==> src/rtl/onehot_index_encoder.sv <==
// One-hot to binary index encoder with valid/ready handshake on both sides.
// Main output register plus one skid register keeps in_ready purely registered.
module onehot_index_encoder #(
  parameter  int N  = 8,
  parameter  int CW = 8,
  localparam int W  = (N > 1) ? $clog2(N) : 1
) (
  input  logic          clk,
  input  logic          rst_n,
  input  logic          in_valid,
  output logic          in_ready,
  input  logic [N-1:0]  in_onehot,
  output logic          out_valid,
  input  logic          out_ready,
  output logic [W-1:0]  out_index,
  output logic          out_error,
  output logic [CW-1:0] err_count,
  input  logic          clr_count
);

  typedef enum logic [1:0] {
    EMPTY = 2'b00,
    ONE   = 2'b01,
    TWO   = 2'b10
  } state_e;

  state_e         state_q, state_d;
  logic [W-1:0]   main_idx_q, skid_idx_q;
  logic           main_err_q, skid_err_q;
  logic [CW-1:0]  cnt_q, cnt_d;

  logic [W-1:0]   enc_idx;
  logic           enc_err;
  logic           found, multi;
  logic           accept, xfer;
  logic           load_main, load_skid, shift_skid;

  // Lowest set bit wins; zero or multiple set bits flag an error.
  always_comb begin
    enc_idx = '0;
    enc_err = 1'b1;
    found   = 1'b0;
    multi   = 1'b0;
    for (int unsigned i = 0; i < N; i++) begin
      if (in_onehot[i]) begin
        if (found) begin
          multi = 1'b1;
        end else begin
          enc_idx = W'(i);
          found   = 1'b1;
        end
      end
    end
    enc_err = !found || multi;
  end

  assign accept = in_valid && in_ready;
  assign xfer   = out_valid && out_ready;

  always_ff @(posedge clk or negedge rst_n) begin
    if (!rst_n) state_q <= EMPTY;
    else        state_q <= state_d;
  end

  always_comb begin
    state_d = state_q;
    case (state_q)
      EMPTY: if (accept) state_d = ONE;
      ONE: begin
        if (accept && !xfer)      state_d = TWO;
        else if (!accept && xfer) state_d = EMPTY;
      end
      TWO:   if (xfer) state_d = ONE;
      default: state_d = EMPTY;
    endcase
  end

  // Illegal state refuses input so no word is lost while it recovers to EMPTY.
  always_comb begin
    in_ready  = 1'b0;
    out_valid = 1'b0;
    case (state_q)
      EMPTY: begin in_ready = 1'b1; out_valid = 1'b0; end
      ONE:   begin in_ready = 1'b1; out_valid = 1'b1; end
      TWO:   begin in_ready = 1'b0; out_valid = 1'b1; end
      default: begin in_ready = 1'b0; out_valid = 1'b0; end
    endcase
  end

  assign load_main  = accept && ((state_q == EMPTY) || ((state_q == ONE) && xfer));
  assign load_skid  = accept && (state_q == ONE) && !xfer;
  assign shift_skid = (state_q == TWO) && xfer;

  always_ff @(posedge clk or negedge rst_n) begin
    if (!rst_n) begin
      main_idx_q <= '0;
      main_err_q <= 1'b0;
      skid_idx_q <= '0;
      skid_err_q <= 1'b0;
    end else begin
      if (load_main) begin
        main_idx_q <= enc_idx;
        main_err_q <= enc_err;
      end else if (shift_skid) begin
        main_idx_q <= skid_idx_q;
        main_err_q <= skid_err_q;
      end
      if (load_skid) begin
        skid_idx_q <= enc_idx;
        skid_err_q <= enc_err;
      end
    end
  end

  assign out_index = main_idx_q;
  assign out_error = main_err_q;

  always_comb begin
    cnt_d = cnt_q;
    if (clr_count)                                   cnt_d = '0;
    else if (accept && enc_err && (cnt_q != '1))     cnt_d = cnt_q + CW'(1);
  end

  always_ff @(posedge clk or negedge rst_n) begin
    if (!rst_n) cnt_q <= '0;
    else        cnt_q <= cnt_d;
  end

  assign err_count = cnt_q;

endmodule
==> config.mk <==
export PLATFORM = sky130hd
export DESIGN_NAME = onehot_index_encoder
export DESIGN_NICKNAME = d
export VERILOG_FILES = /design/src/rtl/onehot_index_encoder.sv
export SDC_FILE = /design/constraint.sdc
export NUM_CORES = 1
export LEC_CHECK = 0
export BUFFER_PORTS_ARGS = -buffer_cell sky130_fd_sc_hd__buf_2
export CAP_MARGIN = 15
export CORE_UTILIZATION = 50
export DETAILED_ROUTE_END_ITERATION = 7
export GPL_TIMING_DRIVEN = 0
export PLACE_DENSITY = 0.75
export SKIP_LAST_GASP = 1
export SLEW_MARGIN = 20
export SYNTH_ARGS = -nofsm -noshare
export SYNTH_HDL_FRONTEND = slang
export SYNTH_SLANG_ARGS = --single-unit
==> constraint.sdc <==
create_clock -name clk -period 2.2 [get_ports clk]
set_input_delay 0.44 -clock clk [delete_from_list [all_inputs] [get_ports clk]]
set_output_delay 0.44 -clock clk [all_outputs]
set_load 0.02 [all_outputs]
==> Word-level counts from Yosys, hierarchy flattened <==
Index checks and enable logic that the tools add are counted.
{ "totals": {"ff_bits": 18, "output_inout_bits": 14, "wordCells": 84} }
{ "op_classes": {"n_addsub": 1, "n_eq_ne": 6, "muxes": 49, "n_reduce_logical": 22} }
{ "ops": {"columns": ["cell", "count"], "rows": [
  ["2-to-1 mux 3 bit", 14],
  ["2-to-1 mux 1 bit", 28],
  ["2-to-1 mux 8 bit", 2],
  ["logical AND 1 bit", 11],
  ["adder 8 x 1 -> 8 bit, second input constant", 1],
  ["2-to-1 mux 2 bit", 4],
  ["inequality test 8 bit, second input constant", 1],
  ["case mux 2 bit (3 select lines)", 1],
  ["inequality test 2 bit, second input constant", 2],
  ["nonzero test 2 bit", 2],
  ["OR reduction 2 bit", 2],
  ["zero test 1 bit", 3],
  ["inequality test 3 bit, second input constant", 1],
  ["AND reduction 3 bit", 1],
  ["== test 2 x 1 -> 1 bit, second input constant", 1],
  ["== test 2 bit, second input constant", 1],
  ["zero test 2 bit", 1],
  ["logical OR 1 bit", 2]
]} }

==> Logic depth before layout (Yosys ltp) <==
Gate-level depths: netlist of run 1.
{ "logic_depth": {"ltp_word": 20, "ltp_mapped": 9} }

==> Worst setup path before layout of run 1 <==
OpenSTA, ideal clock, no wires.
{ "synth_path": {"path_kind": "reg2reg", "from": "register state_q[0]", "to": "register state_q[0]", "setup_ns": 0.095, "arrival_ns": 2.005, "required_time_ns": 2.105, "setup_slack_ns": 0.099, "path_stages_with_launch": 9, "n_path_buf": 0, "synth_period_minus_slack_ns": 2.101, "cell_sequence": "dfrtp_1 -> inv_1 -> ha_1 -> or2_2 -> nand2_1 -> inv_1 -> ha_1 -> a221o_1 -> o31ai_1"} }
{ "synth_via": {"elab_chain_len": 8} }
{ "synth_rtl": {"columns": ["item", "line", "source"], "rows": [
  ["start, declared", "27", "state_e state_q, state_d;"],
  ["start signal, assigned", "62", "else state_q <= state_d;"],
  ["== test 2 x 1 -> 1 bit / zero test 2 bit (equally long branches)", "82", "case (state_q)"],
  ["OR reduction 2 bit (no source line) (*)", null, null],
  ["2-to-1 mux 1 bit (*)", "82", null],
  ["named net in_ready", "11", "output logic in_ready,"],
  ["logical AND 1 bit (*)", "57", "assign accept = in_valid && in_ready;"],
  ["zero test 1 bit", "71", "else if (!accept && xfer) state_d = EMPTY;"],
  ["logical AND 1 bit", "71", null],
  ["inequality test 3 bit (no source line)", null, null],
  ["AND reduction 3 bit (no source line)", null, null]
]} }
The timed path passes the listed nets; every way through them passes the cells marked *.
A chain may end at the register's enable or synchronous reset.

==> Worst setup path after layout of run 1 <==
{ "layout_path": {"from": "register state_q[0]", "to": "register state_q[0]"} }
{ "layout_via": {"elab_chain_len": 8} }
{ "layout_rtl": {"columns": ["item", "line"], "rows": [
  ["== test 2 x 1 -> 1 bit, or another cell as far along", "67, 82"],
  ["OR reduction 2 bit (no source line)", null],
  ["2-to-1 mux 1 bit", "82"],
  ["logical AND 1 bit, on equally long branches", "58, 57"],
  ["zero test 1 bit, on equally long branches", "70, 71"],
  ["logical AND 1 bit, on equally long branches", "70, 71"],
  ["inequality test 3 bit (no source line) / 2-to-1 mux 2 bit (equally long branches)", null],
  ["AND reduction 3 bit (no source line) / case mux 2 bit (3 select lines) (equally long branches)", null]
]} }
Parallel ways exist; a longest one is shown, timed or not.

==> out/metrics.cfg, run 1 <==
[finish]
regArea_um2=450
n_antenna_cell=0
stdcell_area_um2=1370
layoutNonFillerInstCount=185
post_route_cells_drive_above_1_share_pct=28.5
fillCellCount=179
multi_input_area_um2=638
fin_nets=178
areaGrowthSynthToFinish_pct=19.9

[yosys]
synth-seq-area-share_pct=39.4
synth_area_leaders=dfrtp_1 (39%), ha_1 (6.6%), mux2i_1 (5.3%), nor2_1 (4.6%), nand2_1 (3.6%)
post-synth-top-area-fraction_pct=39.4
synth_seq_cells=18
synth-edff-count=0
synth_fp_nets=144
synth_area_leader_cell=dfrtp_1
synth_cells=125
synth-main-ff-cell=dfrtp_1
ys_types=33
synth_area_um2=1140
syn_avg_cell_area_um2=9.14
ys.warnings.count=0
ys_async_sr_fraction_pct=100

[drt]
firstDrtPassIters=5
ant_nets=0
drc=0
drt_wl_total_um=2380
wire_per_inst_um=12.8
vias=998
drtIter0Drc=21
drt-vias-per-instance=5.39

[critical_path]
path_max_fanout=4
crit_path_cell_trace=inv_1 > ha_2 > or2_2 > nand2_1 > inv_1 > ha_1 > a221o_1 > o31ai_1
cpMaxStageDelayCell=dfrtp_1
worstSetupEndpointType=register
crit_cells=8
cp_common_cell=inv_1
path_class=reg -> reg
max_stage_delay_ns=0.40
cp_num_buf_inv=2
rr_worst_depth=8
worstSetupStartpointType=register
cp_top_family=compound AO/OA/AOI/OAI gates
worst_ep_required_time_ns=2.42
critical_path_arrival_ns=2.32

[clock_tree]
cts.path.max_buffers=2
insertion_delay_ns=0.30
cts_hold_buffers=0
cts_buffers=3
cts-root-buf=clkbuf_4
cts.reportedPaths.clkPinSlew_ns=0.11
cts.sinks=18
cts_tree=done
h-tree-depth=1

[timing]
finalClockSkew_ns=0.00767
fmax_mhz=477
worst_slew_pin_slew_ns=0.483
grt_setup_unrepaired=yes
max-slew-margin-rel_pct=67.6
period_share_pct=95.4
hold_viol_final=0
setup_viol=0
finalSetupTns_ns=0
fin_crit_ns=2.10
whs_ns=0.0583
slew_violations=0

[die]
initial_core_util_pct=55.4
chipHeight_um=49.8
die-area_um2=2480
die_x_um=49.8
io_pins=27
rows=16
core-area_um2=2060

[run_status]
status=complete, no violations

[placed_design]
gp_congestion=0.816
place_area_um2=1300
place_hpwl_um=1710
dpl.cell_count=177
portBuffers=25

[global_route]
grt_pass1_wl_um=3850
grt_max_degree=19
antenna_found_initial=0
globalRouteTotalUtil_pct=20.4
grt_pass1_vias=907
grt_overflow=0

[min_path]
hold_path_class=in -> async

[pwr]
ir_worst_vdd_v=0.000649
leakagePower_nw=0.678
power-per-cell-area_nw_per_um2=998

[job]
maxCapViolations=0

-- kinds of logic (layout without fill, tap and decap cells) --
group	after synthesis	in the layout	synth area share, %
AO/OA/AOI/OAI	29	29	17.9
adder cells (fa/ha/maj)	6	6	6.57
buffers and inverters	13	46	4.93
AND/OR/NAND/NOR	48	48	21.7
flip-flops	18	18	39.4
XOR/XNOR	3	3	2.30
multiplexers	8	8	7.23
-- synth_stat cells (all sizes together), types with 2 or more instances --
library cell	instances
o21ai	5
mux2	2
nor2b	3
nand2	11
a21bo	2
nand3	6
mux2i	6
dfrtp	18
nand3b	2
and3	6
a21oi	10
nor3	3
buf	2
inv	10
ha	6
xor2	2
nor2	14
a21o	5
o31ai	2
-- cell type report --
cell class / instances / share of cell area, %
multi-input combinational: 94 / 46.6
inverter: 10 / 2.74
buffer: 3 / 1.37
timing repair buffer: 29 / 11.3
tap: 27 / 2.47
sequential: 18 / 32.9
clock buffer: 4 / 2.65
-- report_power, final --
group	internal, W	switching, W	total [W]
clock network	0.000101	0.000112	0.000213
logic	0.000293	0.000401	0.000694
registers	0.000414	0.0000458	0.000460
total	0.000808	0.000559	0.00137
-- flip-flops by register name, indices dropped and copies added, names as in the netlist --
| register | cells |
|---|---|
| skid_err_q | 1 |
| state_q | 2 |
| skid_idx_q | 3 |
| out_error | 1 |
| err_count | 8 |
| out_index | 3 |
-- through the flow --
stage / power [W] / util (%) / worst slack, ns
floorplan: 0.000936 / - / 0.0994
global placement: 0.00108 / 63.1 / 0.0976
finish: 0.00137 / 66.4 / 0.102
detailed placement: 0.00111 / 63.1 / 0.0268
CTS: 0.00133 / 65.2 / 0.0169
global route: 0.00147 / 66.4 / -0.0180
-- cell usage in the layout (no fill, tap or decap), types with 2 or more instances in the layout --
cell      Yosys  final
a21bo_2       2      2
o21ai_0       5      5
mux2i_1       6      6
inv_1        10     10
ha_1          6      5
nand3b_1      2      2
nand2_1      11     11
dfrtp_1      18     18
nor2_1       14     14
xor2_1        2      2
a21oi_2       2      2
nor3_1        2      2
nor2b_1       3      3
buf_4         0      4
a21o_1        5      5
o31ai_1       2      2
buf_2         0     25
clkbuf_4      0      3
nand3_1       6      6
and3_1        5      5
mux2_2        2      2
a21oi_1       8      8
-- repair_timing --
| action | 4_1_cts | 5_1_grt |
|---|---|---|
| pin swaps | 0 | 2 |
| endpoints found under the setup margin | 1 | 5 |
| buffers inserted | 1 | 3 |
| gates resized for setup | 0 | 1 |
-- routing by layer --
layer	vias to the layer above	GRT usage (%)	wire length (um)
li1	502	-	-
met1	464	26.6	1120
met2	28	33.6	1140
met3	4	2.78	84
met4	0	8.57	33
met5	-	0	0
-- path summary, 6_finish.rpt --
check / endpoint / slack [ns] / start
min: state_q[1]$_DFFE_PN0P_ / 0.06 / rst_n
max reg2reg: state_q[0]$_DFFE_PN0P_ / 0.10 / state_q[0]$_DFFE_PN0P_
min reg2reg: skid_err_q$_DFFE_PN0P_ / 0.53 / skid_err_q$_DFFE_PN0P_
min in group clk: out_index[0]$_DFFE_PN0P_ / 0.48 / in_onehot[0]
max: state_q[0]$_DFFE_PN0P_ / 0.10 / state_q[0]$_DFFE_PN0P_
max in group asynchronous: err_count[0]$_DFFE_PN0P_ / 1.83 / rst_n
No activity file was read; power rests on OpenSTA's default activity.
==> inputs of run 2 (changes only) <==
--- a/config.mk
+++ b/config.mk
@@ -7,10 +7,10 @@
 export LEC_CHECK = 0
 export BUFFER_PORTS_ARGS = -buffer_cell sky130_fd_sc_hd__buf_2
 export CAP_MARGIN = 15
-export CORE_UTILIZATION = 50
+export CORE_UTILIZATION = 47
 export DETAILED_ROUTE_END_ITERATION = 7
 export GPL_TIMING_DRIVEN = 0
-export PLACE_DENSITY = 0.75
+export PLACE_DENSITY = 0.74
 export SKIP_LAST_GASP = 1
 export SLEW_MARGIN = 20
 export SYNTH_ARGS = -nofsm -noshare
==> constraint.sdc (replaced) <==
create_clock -name clk -period 1.92 [get_ports clk]
set_input_delay 0.384 -clock clk [delete_from_list [all_inputs] [get_ports clk]]
set_output_delay 0.384 -clock clk [all_outputs]
set_load 0.1 [all_outputs]
==> run 2 against run 1 <==
Die area increased by 6.1%. Total power grew 60%. Combinational power up 110%. Routed wire length is 1.1% lower. Largest cell class unchanged. Highest routed layer unchanged.
==> out/metrics.cfg, run 2 (same netlist as run 1, synthesis figures left out) <==
[finish]
layout_commonest_cell=buf_2
fillCellCount=206
fin_nets=185
n_antenna_cell=0
largest_reg_flops=8
layout_common_cells=buf_2 (25), nor2_1 (14), dfrtp_1 (13)
regArea_um2=462
post_route_cells_drive_above_1_share_pct=39.4
stdcell_area_um2=1490
multi_input_area_um2=706
areaGrowthSynthToFinish_pct=30.7

[critical_path]
critical_path_arrival_ns=2.07
worstSetupStartpointType=register
worstSetupEndpointType=register
rr_worst_depth=8
crit_cells=8
max_stage_delay_ns=0.51
path_class=reg -> reg
path_max_fanout=5
cp_top_family=simple AND/OR/NAND/NOR gates
cpMaxStageDelayCell=dfrtp_4
crit_path_cell_trace=ha_4 > and3_4 > and3_4 > a31o_1 > nor3_4 > buf_6 > mux2i_1 > nor2_1
cp_num_buf_inv=1
cp_common_cell=and3_4
worst_ep_required_time_ns=2.10

[timing]
max-slew-margin-rel_pct=67.8
grt_setup_unrepaired=yes
hold_viol_final=0
setup_slack_ns=0.0270
worst_slew_pin_slew_ns=0.486
finalSetupTns_ns=0
fmax_mhz=528
period_share_pct=98.6
slew_violations=0
finalClockSkew_ns=0.0182
fin_crit_ns=1.89
setup_viol=0

[die]
die-area_um2=2630
die_x_um=51.3
initial_core_util_pct=50.7
io_pins=27
rows=17
core-area_um2=2250
chipHeight_um=51.3

[drt]
drt-vias-per-instance=5.38
drc=0
drtIter0Drc=14
ant_nets=0
vias=1039
wire_per_inst_um=12.2
drt_wl_total_um=2350
firstDrtPassIters=4

[global_route]
globalRouteMet3Util_pct=3.27
grt_pass1_wl_um=3860
use_met2_pct=33.3
grt_max_degree=19
antenna_found_initial=0
globalRouteTotalUtil_pct=19.9
grt-busiest-layer=met2
grt_overflow=0
met1_usage_pct=25.0
grt_pass1_vias=935

[clock_tree]
h-tree-depth=1
cts.path.max_buffers=2
cts_buffers=3
cts-root-buf=clkbuf_4
cts.sinks=18
cts_tree=done
insertion_delay_ns=0.29
cts_hold_buffers=0
cts.reportedPaths.clkPinSlew_ns=0.11

[placed_design]
place_hpwl_um=1700
place_ws_ns=-0.127
gp_congestion=0.766
place_area_um2=1360
portBuffers=25

[pwr]
ir_worst_vdd_v=0.00112
leakagePower_nw=0.704
power-per-cell-area_nw_per_um2=1470

[job]
maxCapViolations=0

[min_path]
hold_path_class=in -> async

[run_status]
status=complete, no violations

[run 2: metrics by stage]
step	utilization, %	instances	power [W]	hold WS [ns]
6_report	66.2	193	0.00219	0.00846
2_1_floorplan	-	125	0.00168	0.0884
5_1_grt	66.2	193	0.00232	0.0224
3_3_place_gp	60.3	178	0.00183	0.339
3_5_place_dp	60.3	178	0.00185	0.342
4_1_cts	63.8	189	0.00211	0.0115
[run 2: per-layer routing]
metal	part of all wire, %	routed length (um)
met4	1.1	27
met2	49	1140
met1	47	1100
met5	0	0
met3	3.4	81
[run 2: final timing paths]
| kind | from | to | slack, ns |
|---|---|---|---|
| min in group clk | in_onehot[0] | skid_idx_q[0]$_DFFE_PN0P_ | 0.45 |
| worst max-delay path | err_count[0]$_DFFE_PN0P_ | err_count[1]$_DFFE_PN0P_ | 0.03 |
| worst max register to register | err_count[0]$_DFFE_PN0P_ | err_count[1]$_DFFE_PN0P_ | 0.03 |
| worst min-delay path | rst_n | skid_err_q$_DFFE_PN0P_ | 0.008 |
| worst min register to register | skid_idx_q[1]$_DFFE_PN0P_ | skid_idx_q[1]$_DFFE_PN0P_ | 0.52 |
| max in group asynchronous | rst_n | state_q[0]$_DFFE_PN0P_ | 1.57 |
[run 2: area by class of cell]
| class | instances | share of cell area, % |
|---|---|---|
| multi-input cells | 94 | 47.3 |
| well taps | 28 | 2.35 |
| plain buffers | 3 | 1.26 |
| flip-flops and latches | 18 | 30.9 |
| repair buffers | 36 | 13.9 |
| inverters | 10 | 2.51 |
| clock buffers | 4 | 1.76 |
[run 2: power by group]
| part | internal [W] | switching, W |
|---|---|---|
| registers | 0.000486 | 0.0000636 |
| logic | 0.000435 | 0.00101 |
| clock network | 0.0000806 | 0.000115 |
| total | 0.00100 | 0.00119 |
[run 2: repair_timing]
item	4_1_cts	5_1_grt
endpoints found under the setup margin	9	11
cloned	1	0
pin swaps	4	2
resized for setup	1	5
buffers inserted	6	4
==> inputs of run 3 (changes only) <==
--- a/config.mk
+++ b/config.mk
@@ -8,6 +8,7 @@
 export BUFFER_PORTS_ARGS = -buffer_cell sky130_fd_sc_hd__buf_2
 export CAP_MARGIN = 15
 export CORE_UTILIZATION = 47
+export CTS_BUF_LIST = sky130_fd_sc_hd__clkbuf_16
 export DETAILED_ROUTE_END_ITERATION = 7
 export GPL_TIMING_DRIVEN = 0
 export PLACE_DENSITY = 0.74
==> constraint.sdc (replaced) <==
create_clock -name clk -period 1.7 [get_ports clk]
set_input_delay 0.34 -clock clk [delete_from_list [all_inputs] [get_ports clk]]
set_output_delay 0.34 -clock clk [all_outputs]
set_load 0.1 [all_outputs]
==> run 3 against run 2 <==
Combinational power rose by 22%. Final area rose by 7.4%. Critical path type unchanged. Worst setup slack got worse by 0.24 ns. Hold slack improved by 0.021 ns. Cell count rose by 2.6%. Fmax fell by 1.2%. Critical path depth did not move. Total power rose by 30%. Sequential share of layout area fell by 2.1 points. The run now ends with setup timing left. Die area did not move.
==> out/metrics.cfg, run 3 (same netlist as run 1, synthesis figures left out) <==
[run_status]
status=finished with violations
violations=setup timing

[die]
chipHeight_um=51.3
die-area_um2=2630
rows=17
die_x_um=51.3
core-area_um2=2250
initial_core_util_pct=50.7
io_pins=27

[finish]
layout_commonest_cell=buf_2
layout_common_cells=buf_2 (24), buf_4 (18), nor2_1 (14)
regArea_um2=462
areaGrowthSynthToFinish_pct=40.3
largest_reg_flops=8
fillCellCount=188
n_antenna_cell=0
post_route_cells_drive_above_1_share_pct=43.5
final_core_utilization_pct=71.1
multi_input_area_um2=719
fin_nets=190

[clock_tree]
cts_hold_buffers=0
h-tree-depth=1
cts_buffers=3
cts-root-buf=clkbuf_16
cts.reportedPaths.clkPinSlew_ns=0.05
insertion_delay_ns=0.25
cts.sinks=18
cts.path.max_buffers=2
cts_tree=done

[critical_path]
regToRegSetupSlack_ns=-0.22
reg2reg_to=err_count[1]$_DFFE_PN0P_
rr_worst_depth=8
path_class=reg -> reg
r2r-start=err_count[1]$_DFFE_PN0P_
worstSetupEndpointType=register
critical_path_arrival_ns=2.03
worst_ep_required_time_ns=1.82
worstSetupStartpointType=register
path_max_fanout=5

[drt]
wire_per_inst_um=12.9
vias=1052
ant_nets=0
drtIter0Drc=21
drt_wl_total_um=2550
drc=0
firstDrtPassIters=4
drt-vias-per-instance=5.31

[timing]
grt_setup_unrepaired=yes
fmax_mhz=522
max-slew-margin-rel_pct=67.4
setup_viol=10
hold_viol_final=0
finalClockSkew_ns=0.00399
period_share_pct=113
whs_ns=0.0295
setup_slack_ns=-0.215
worst_slew_pin_slew_ns=0.493
fin_crit_ns=1.92
slew_violations=0

[placed_design]
place_ws_ns=-0.345
portBuffers=25
gp_congestion=0.715
place_hpwl_um=1730

[pwr]
switching_share_pct=49.4
leakagePower_nw=0.767
power.internal_w=0.00144
seq_power_share_pct=21.7
p_sw_w=0.00141
power-per-cell-area_nw_per_um2=1780
ir_worst_vdd_v=0.00165
clkPwrFrac_pct=16.6
pwr-share-comb_pct=61.7

[global_route]
grt_pass1_wl_um=4380
grt_max_degree=19
grt_overflow=0
antenna_found_initial=0
globalRouteTotalUtil_pct=22.8
grt_pass1_vias=1006

[min_path]
hold_path_class=in -> async

[job]
maxCapViolations=0

==> run 3: changes by cell type in the layout (fill, tap and decap cells not counted), moves of 2 or more <==
| cell | delta |
|---|---|
| buf_4 | +7 |
| clkbuf_16 | +3 |
| clkbuf_1 | -2 |
| clkbuf_4 | -3 |
==> run 3: routing by layer <==
layer / vias to the layer above / track usage [%] / wire length [um]
li1: 529 / - / -
met1: 500 / 28.7 / 1160
met2: 18 / 37.3 / 1300
met3: 5 / 4.76 / 65
met4: 0 / 10.4 / 32
met5: - / 0 / 0
==> run 3: final cells by class <==
type | count | area share (%)
inverter | 10 | 2.34
tap | 28 | 2.19
clock inverter | 1 | 0.234
multi-input combinational | 94 | 44.9
clock buffer | 3 | 4.68
buffer | 3 | 1.25
timing repair buffer | 41 | 15.6
sequential | 18 | 28.8
==> run 3: critical path: stages (launching register included) <==
cell     delay (ns)
dfrtp_4        0.49
ha_4           0.17
and3_4         0.17
and3_4         0.18
a31o_1         0.20
nor3_4         0.18
buf_6          0.16
mux2i_1        0.18
nor2_1         0.05
==> run 3: power groups by stage <==
stage	clock network [W]	logic (W)	registers, W
floorplan	0	0.000884	0.00102
global placement	0	0.00144	0.000634
detailed placement	0	0.00147	0.000640
finish	0.000471	0.00176	0.000619
CTS	0.000477	0.00171	0.000619
global route	0.000494	0.00188	0.000631
==> run 3: worst max path at each step <==
stage                                   from                  endpoint  slack, ns  depth (start not counted)
finish              err_count[1]$_DFFE_PN0P_  err_count[1]$_DFFE_PN0P_      -0.22                          8
global route        err_count[1]$_DFFE_PN0P_  err_count[1]$_DFFE_PN0P_      -0.31                          8
CTS                 err_count[1]$_DFFE_PN0P_  err_count[1]$_DFFE_PN0P_      -0.25                          8
detailed placement  err_count[1]$_DFFE_PN0P_  err_count[1]$_DFFE_PN0P_      -0.35                          8
global placement    err_count[0]$_DFFE_PN0P_  err_count[1]$_DFFE_PN0P_      -0.34                          8
floorplan           err_count[1]$_DFFE_PN0P_  err_count[1]$_DFFE_PN0P_      -0.40                          8
==> run 3: stage by stage <==
stage	cell area, um2	power [W]	setup TNS [ns]	cells
floorplan	1200	0.00190	-3.37	125
detailed placement	1360	0.00211	-2.74	178
CTS	1570	0.00281	-1.86	195
finish	1600	0.00285	-1.55	198
global route	1600	0.00301	-2.40	198
global placement	1360	0.00208	-2.52	178
==> run 3: repair_timing <==
action,in CTS,in global routing
pin swaps,4,4
resized for setup,8,3
cloned,1,0
buffers inserted,12,3
endpoints found under the setup margin,12,12
